--- config.mk ---
export PLATFORM = sky130hd
export DESIGN_NAME = ram_arbiter
export DESIGN_NICKNAME = d
export VERILOG_FILES = /design/src/rtl/ram_arbiter_pkg.sv /design/src/rtl/ram_arbiter.sv
export SDC_FILE = /design/constraint.sdc
export NUM_CORES = 1
export LEC_CHECK = 0
export ABC_CLOCK_PERIOD_IN_PS = 2500
export CELL_PAD_IN_SITES_DETAIL_PLACEMENT = 0
export CELL_PAD_IN_SITES_GLOBAL_PLACEMENT = 1
export CORE_AREA = 3 3 232 234
export CTS_CLUSTER_DIAMETER = 30
export CTS_CLUSTER_SIZE = 30
export DETAILED_ROUTE_END_ITERATION = 10
export DIE_AREA = 0 0 235 237
export GPL_ROUTABILITY_DRIVEN = 0
export PLACE_DENSITY_LB_ADDON = 0.1
export SLEW_MARGIN = 5
export SYNTH_ARGS = -nofsm -noshare
export SYNTH_HDL_FRONTEND = slang
export SYNTH_SLANG_ARGS = --single-unit
--- constraint.sdc ---
create_clock -name clk -period 2.5 [get_ports clk]
set_input_delay 0.75 -clock clk [delete_from_list [all_inputs] [get_ports clk]]
set_output_delay 0.75 -clock clk [all_outputs]
set_load 0.02 [all_outputs]
--- src/rtl/ram_arbiter_pkg.sv ---
// rtl/ram_arbiter_pkg.sv - shared FSM state codes, owner encoding and RAM base default
package ram_arbiter_pkg;

  localparam logic [31:0] RAM_BASE_DEFAULT = 32'h8000_0000;

  localparam logic [2:0] ST_IDLE  = 3'd0;
  localparam logic [2:0] ST_RD    = 3'd1;
  localparam logic [2:0] ST_WR    = 3'd2;
  localparam logic [2:0] ST_WAITB = 3'd3;
  localparam logic [2:0] ST_ERR   = 3'd4;
  localparam logic [2:0] ST_RESP  = 3'd5;

  localparam logic OWNER_IF  = 1'b0;
  localparam logic OWNER_MEM = 1'b1;

endpackage

--- src/rtl/ram_arbiter.sv ---
// rtl/ram_arbiter.sv - single-outstanding fetch/load-store arbiter onto a RAM port
// ARB_ROUND_ROBIN_EN: alternate IF/MEM priority on conflicts instead of fixed MEM-first.
module ram_arbiter
  import ram_arbiter_pkg::*;
#(
  parameter logic [31:0] RAM_BASE = RAM_BASE_DEFAULT
) (
  input  logic        clk,
  input  logic        rst,
  input  logic        if_req_valid_i,
  output logic        if_req_ready_o,
  input  logic [31:0] if_addr_i,
  output logic        if_resp_valid_o,
  input  logic        if_resp_ready_i,
  output logic [63:0] if_rdata_o,
  input  logic        mem_req_valid_i,
  output logic        mem_req_ready_o,
  input  logic        mem_req_we_i,
  input  logic [31:0] mem_addr_i,
  input  logic [63:0] mem_wdata_i,
  input  logic [63:0] mem_wmask_i,
  output logic        mem_resp_valid_o,
  input  logic        mem_resp_ready_i,
  output logic [63:0] mem_rdata_o,
  output logic        resp_err_o,
  output logic [31:0] ram_raddr_o,
  output logic        ram_ren_o,
  input  logic [63:0] ram_rdata_i,
  output logic [31:0] ram_waddr_o,
  output logic [63:0] ram_wdata_o,
  output logic [63:0] ram_wmask_o,
  output logic        ram_wen_o,
  input  logic        ram_bvalid_i
);

  logic [2:0]  state_q, state_d;
  logic        owner_q, owner_d;
  logic [31:0] addr_q, addr_d;
  logic [63:0] wdata_q, wdata_d;
  logic [63:0] wmask_q, wmask_d;
  logic [63:0] rdata_q, rdata_d;
  logic        err_q, err_d;

  logic        grant_mem;
  logic        grant_any;
  logic        owner_ready;
  logic [31:0] sel_addr;
  logic        sel_we;

`ifdef ARB_ROUND_ROBIN_EN
  logic last_q, last_d;

  // last_q records who won the previous conflict; the other side wins the next one
  assign grant_mem = mem_req_valid_i & (~if_req_valid_i | (last_q == OWNER_IF));

  always_comb begin
    last_d = last_q;
    if (state_q == ST_IDLE && if_req_valid_i && mem_req_valid_i) begin
      last_d = grant_mem ? OWNER_MEM : OWNER_IF;
    end
  end

  always_ff @(posedge clk or negedge rst) begin
    if (!rst) begin
      last_q <= OWNER_IF;
    end else begin
      last_q <= last_d;
    end
  end
`else
  assign grant_mem = mem_req_valid_i;
`endif

  assign grant_any   = if_req_valid_i | mem_req_valid_i;
  assign sel_addr    = grant_mem ? mem_addr_i : if_addr_i;
  assign sel_we      = grant_mem & mem_req_we_i;
  assign owner_ready = (owner_q == OWNER_MEM) ? mem_resp_ready_i : if_resp_ready_i;

  always_comb begin
    state_d = state_q;
    owner_d = owner_q;
    addr_d  = addr_q;
    wdata_d = wdata_q;
    wmask_d = wmask_q;
    rdata_d = rdata_q;
    err_d   = err_q;
    case (state_q)
      ST_IDLE: begin
        if (grant_any) begin
          owner_d = grant_mem ? OWNER_MEM : OWNER_IF;
          addr_d  = sel_addr;
          wdata_d = grant_mem ? mem_wdata_i : '0;
          wmask_d = grant_mem ? mem_wmask_i : '0;
          rdata_d = '0;
          err_d   = (sel_addr < RAM_BASE);
          if (sel_addr < RAM_BASE) begin
            state_d = ST_ERR;
          end else if (sel_we) begin
            state_d = ST_WR;
          end else begin
            state_d = ST_RD;
          end
        end
      end
      ST_RD: begin
        rdata_d = ram_rdata_i;
        state_d = ST_RESP;
      end
      ST_WR:    state_d = ST_WAITB;
      ST_WAITB: if (ram_bvalid_i) state_d = ST_RESP;
      ST_ERR:   state_d = ST_RESP;
      ST_RESP:  if (owner_ready) state_d = ST_IDLE;
      default:  state_d = ST_IDLE;
    endcase
  end

  always_ff @(posedge clk or negedge rst) begin
    if (!rst) begin
      state_q <= ST_IDLE;
      owner_q <= OWNER_IF;
      addr_q  <= '0;
      wdata_q <= '0;
      wmask_q <= '0;
      rdata_q <= '0;
      err_q   <= 1'b0;
    end else begin
      state_q <= state_d;
      owner_q <= owner_d;
      addr_q  <= addr_d;
      wdata_q <= wdata_d;
      wmask_q <= wmask_d;
      rdata_q <= rdata_d;
      err_q   <= err_d;
    end
  end

  // Ready is combinational from the request inputs, so it must be masked while reset is held
  assign mem_req_ready_o = rst & (state_q == ST_IDLE) & grant_mem;
  assign if_req_ready_o  = rst & (state_q == ST_IDLE) & if_req_valid_i & ~grant_mem;

  assign if_resp_valid_o  = (state_q == ST_RESP) & (owner_q == OWNER_IF);
  assign mem_resp_valid_o = (state_q == ST_RESP) & (owner_q == OWNER_MEM);
  assign if_rdata_o       = if_resp_valid_o  ? rdata_q : '0;
  assign mem_rdata_o      = mem_resp_valid_o ? rdata_q : '0;
  assign resp_err_o       = (state_q == ST_RESP) & err_q;

  assign ram_ren_o   = (state_q == ST_RD);
  assign ram_raddr_o = ram_ren_o ? addr_q : '0;
  assign ram_wen_o   = (state_q == ST_WR);
  assign ram_waddr_o = ram_wen_o ? addr_q : '0;
  assign ram_wdata_o = ram_wen_o ? wdata_q : '0;
  assign ram_wmask_o = ram_wen_o ? wmask_q : '0;

endmodule

# ---- After elaboration in Yosys (flattened, before gate mapping)
# Cells that the tools add are included.
dict set report totals {
  romBits 0
  latchBits 0
  inputBits 264
  ram_bits 0
  output_inout_bits 327
  ff_bits 229
  wordCells 52
  n_memories 0
}
dict set report op_classes {
  n_shift 0
  mux 19
  reduce_logical 6
  n_eq_ne 8
  div 0
  n_mul 0
  add_sub_neg 0
  magnitude_cmp 1
  n_bitwise 11
}
# cell count
set op_table {}
lappend op_table {{$mux W64} 7}
lappend op_table {{$pmux W64 S2} 1}
lappend op_table {{$mux W32} 3}
lappend op_table {{$lt A32 B32 Y1 const B} 1}
lappend op_table {{$pmux W3 S5} 1}
lappend op_table {{$mux W3} 4}
lappend op_table {{$and A1 B1 Y1} 8}
lappend op_table {{$eq A3 B2 Y1 const B} 2}
lappend op_table {{$eq A3 B3 Y1 const B} 2}
lappend op_table {{$ne A2 B2 Y1 const B} 3}
lappend op_table {{$reduce_and A2 Y1} 2}
lappend op_table {{$eq A3 B1 Y1 const B} 1}
lappend op_table {{$logic_not A3 Y1} 1}
lappend op_table {{$reduce_and A3 Y1} 1}
lappend op_table {{$mux W1} 2}
lappend op_table {{$mux W2} 1}
lappend op_table {{$not A1 Y1} 2}
lappend op_table {{$reduce_bool A2 Y1} 1}
lappend op_table {{$reduce_or A2 Y1} 1}
lappend op_table {{$or A1 B1 Y1} 1}

# ---- Logic depth before layout (Yosys ltp)
dict set report logic_depth {
  word_depth 5
  ltp_mapped 6
  mapped_depth_nobuf 4
}

# ---- Worst setup path after synthesis
# OpenSTA, ideal clock, no wires.
dict set report synth_path {
  kind {reg-to-output}
  startpoint {register state_q[2]}
  endpoint {output port mem_rdata_o[54]}
  stages_incl_launch_ff 5
  t_required_ps 1750
  path_buffers 1
  path_slack_ps 278
  arrival_time_ps 1472
  cell_sequence {dfrtp_1 -> nand2_1 -> nor3b_2 -> clkbuf_1 -> and2_1}
}
dict set report synth_between {
  elab_chain_len 3
}
# element line
set synth_rtl {}
lappend synth_rtl {{start, declared} ram_arbiter.sv:36} ;# logic [2:0] state_q, state_d;
lappend synth_rtl {{start signal, assigned} ram_arbiter.sv:127} ;# state_q <= state_d;
lappend synth_rtl {{$eq A3 B3 Y1} ram_arbiter.sv:142} ;# assign mem_resp_valid_o = (state_q == ST_RESP) & (owner_q == OWNER_MEM);
lappend synth_rtl {{$and A1 B1 Y1} ram_arbiter.sv:142}
lappend synth_rtl {{named net mem_resp_valid_o} ram_arbiter.sv:22} ;# output logic mem_resp_valid_o,
lappend synth_rtl {{$mux W64} ram_arbiter.sv:144} ;# assign mem_rdata_o = mem_resp_valid_o ? rdata_q : '0;
lappend synth_rtl {{end, declared} ram_arbiter.sv:24} ;# output logic [63:0] mem_rdata_o,
# The timed path passes the listed nets, and every way through them passes these cells.

# ---- Worst setup path after layout
dict set report layout_path {
  startpoint {register state_q[2]}
  endpoint {output port ram_wdata_o[20]}
}
dict set report layout_between {
  elab_chain_len 2
}
# element line
set layout_rtl {}
lappend layout_rtl {{$eq A3 B2 Y1} ram_arbiter.sv:149} ;# assign ram_wen_o = (state_q == ST_WR);
lappend layout_rtl {{$mux W64} ram_arbiter.sv:151} ;# assign ram_wdata_o = ram_wen_o ? wdata_q : '0;
lappend layout_rtl {{end, declared} ram_arbiter.sv:30} ;# output logic [63:0] ram_wdata_o,
# No other way between the ends.

==> flow_metrics.py <==
metrics = {
    "layout": {
        "final_area_um2": 22480,
        "stdcell_count": 2508,
        "syn_to_final_growth_pct": 102.0,
        "utilization": 0.4304,
        "seqCellArea_um2": 5734,
        "nFillCells": 5093,
        "multi_input_area_um2": 5416,
        "finalNetCount": 2008,
        "final_layout_size_suffix_gt1_frac": 0.4663,
    },
    "route": {
        "vias_per_cell": 4.317,
        "drt-pass1-iter-count": 5,
        "drtIter0Drc": 614,
        "ant_nets": 0,
        "drc": 0,
        "wire_per_inst_um": 22.79,
        "wirelength_um": 57160,
        "vias": 10826,
    },
    "worst_setup_path": {
        "crit_type": "reg2out",
        "critPathSlowestCell": "dfrtp_2",
        "crit_family": "buffers and inverters",
        "cp_slowest_stage_delay_ns": 0.46,
        "r2r-start": "state_q[2]",
        "critPathLaunch": "state_q[2]",
        "worst_path_most_repeated_cell": "buf_12",
        "worstPathMaxFanout": 7,
        "start_kind": "register",
        "arrival_ns": 2.14,
        "end_kind": "output pin",
        "worst-endpoint-required_ns": 1.75,
        "crit_buf_inv": 5,
        "cp_cell_sequence": "nor3b_4 -> buf_12 -> buf_12 -> buf_12 -> clkbuf_16 -> and2_4 -> buf_6",
    },
    "min_path": {
        "hold_class": "in2async",
    },
    "yosys": {
        "synthTopCellsByCount": "321 x and2_1, 229 x dfrtp_1, 134 x nand2_1",
        "ys_ff_latch": 229,
        "yosysMostFrequentCell": "and2_1",
        "synth.avg_cell_area_um2": 10.55,
        "synth_largest_area_cell": "dfrtp_1",
        "yosys-top-cells-area": "dfrtp_1 51%, and2_1 18%, a22o_1 10%, mux2_2 5.8%, nand2_1 4.5%",
        "netlist_area_um2": 11130,
        "synthArstFlopShare": 1.000,
        "ys_warn_count": 0,
        "synth_ff_type": "dfrtp_1",
        "ys_types": 30,
        "synth_edf_count": 0,
        "synth_nets": 1319,
        "syn_inst": 1055,
        "yosys.area.top_type_share": 0.5150,
        "synth_seq_area_share": 0.5150,
    },
    "timing": {
        "worst_clock_skew_ns": 0.01431,
        "slew_viol_final": 0,
        "rsz0062_at_grt": "yes",
        "worstMarginPinSlew_ns": 1.275,
        "worst_slack_ns": -0.3939,
        "timing.final.crit_share": 1.158,
        "slew_headroom": 0.1502,
        "setup_violations": 326,
        "fmax_mhz": 345.6,
        "fin_crit_ns": 2.894,
        "hold_viol_final": 0,
    },
    "clock_tree": {
        "worstSkewPairLatency_ns": 0.60,
        "cts.reportedPaths.clkPinSlew_ns": 0.05,
        "tritoncts": "done",
        "numClockSinks": 229,
        "cts_root_buffer": "clkbuf_16",
        "cts_hold_buf": 0,
        "h-tree-depth": 3,
        "clock_path_buffers": 3,
        "numCtsBuffers": 79,
    },
    "placed_design": {
        "post-dp-hpwl_um": 36690,
        "placed_area_um2": 17880,
        "io_buffers": 590,
        "dp.cells": 2284,
    },
    "outcome": {
        "violations": "setup timing",
        "outcome": "complete, but fails checks",
    },
    "global_route": {
        "grt.total_usage": 0.1888,
        "first_global_vias": 11140,
        "grt_pass1_wl_um": 78510,
        "grt_overflow": 0,
        "antenna_found_initial": 16,
        "grt_max_degree": 161,
    },
    "die": {
        "coreArea_um2": 52240,
        "num_io_pins": 591,
        "start_util": 0.2130,
        "dieArea_um2": 55700,
        "fp.dieH_um": 237,
        "die_w_um": 235,
        "fp-row-count": 84,
    },
    "power": {
        "peakVddDrop_v": 0.0005071,
        "p_leak_nw": 10.58,
        "p_per_area_nw_per_um2": 1181,
        "p_total_mw": 26.56,
    },
    "flow_run": {
        "cap_violations": 0,
    },
}
-- worst register-to-register path: cells and delay by family (launching register included) --
family | cells | cell delay [ns]
AND/OR/NAND/NOR | 2 | 0.61
AO/OA/AOI/OAI | 1 | 0.10
buffers and inverters | 6 | 0.97
flip-flops | 1 | 0.46
-- worst paths after layout --
check	cells after the start	slack, ns	end
setup reg to reg	9	0.27	rdata_q[38]
hold / removal	2	0.12	addr_q[21]
min in group clk	1	0.48	wdata_q[57]
setup / recovery	7	-0.39	ram_wdata_o[20]
hold reg to reg	1	0.48	wdata_q[57]
max in group asynchronous	3	0.93	wmask_q[21]
-- cell families (layout without fill, tap and decap cells) --
logic type             Yosys count  count (layout)  synth area share
muxes                           65              65           0.06555
AOI/OAI and AO/OA              201             201            0.1354
buffers and inverters           94             847           0.04891
other                            0              12                 0
and+or+nand+nor                466             466            0.2352
DFF                            229             229            0.5150
-- cell usage in the layout (no fill, tap or decap), types with 4 or more instances in the layout --
master           Yosys  final
diode_2              0     12
nand2_1            134    133
bufinv_16            0     11
a22o_1             128    128
clkdlybuf4s50_1      0    261
buf_12               0     37
mux2_1               6      6
clkbuf_16            0     95
buf_8                0      4
buf_4               10     76
and2_1             321    118
o21ai_1             21     20
clkbuf_1            22     13
buf_16               0     12
buf_6               13    231
and2_4               0    203
clkinv_2             0     21
clkbuf_8             0     12
buf_2               22     56
mux2_2              57     57
o21ai_0             46     46
dfrtp_1            229    226
-- flip-flops by register name, indices dropped and copies added, names as in the netlist --
name,count
owner_q,1
rdata_q,64
addr_q,32
err_q,1
wmask_q,64
wdata_q,64
state_q,3
-- metrics by stage --
step / TNS [ns] / setup WS, ns / hold slack, ns
finish: -96.77 / -0.3939 / 0.1189
global placement: -39.70 / -0.2794 / 0.4738
detailed placement: -48.26 / -0.2926 / 0.4738
global route: -121.69 / -0.4660 / 0.1057
CTS: -128.09 / -0.4649 / 0.07796
floorplan: 0 / 0.2781 / 0.4544
-- routing by layer --
| metal | routed length, µm | global-route usage |
|---|---|---|
| met4 | 1428 | 0.07012 |
| met1 | 22990 | 0.2202 |
| met5 | 60 | 0 |
| met3 | 4527 | 0.07431 |
| met2 | 28150 | 0.3138 |
-- layout make-up --
class,instances,area share
Antenna cell,12,0.001336
Tap cell,688,0.03829
Clock inverter,41,0.02633
Inverter,4,0.001224
Clock buffer,104,0.09746
Sequential cell,229,0.2551
Multi-Input combinational cell,732,0.2409
Timing Repair Buffer,698,0.3393
-- what timing repair did --
item                       in CTS  in global routing
gates resized for setup      1177                697
pin swaps                      17                 60
setup endpoints to repair     327                327
hold endpoints to repair        0                  0
buffers inserted               13                 24
gates cloned                   13                 20
-- where the power goes --
part | switching, mW | leakage (nW) | internal, mW | total [mW]
clock network | 2.91 | 1.37 | 7.27 | 10.2
logic | 4.40 | 6.31 | 5.36 | 9.77
registers | 1.29 | 2.89 | 5.32 | 6.61
total | 8.60 | 10.6 | 18.0 | 26.6
Note: power is estimated with default switching activity, not from simulation.
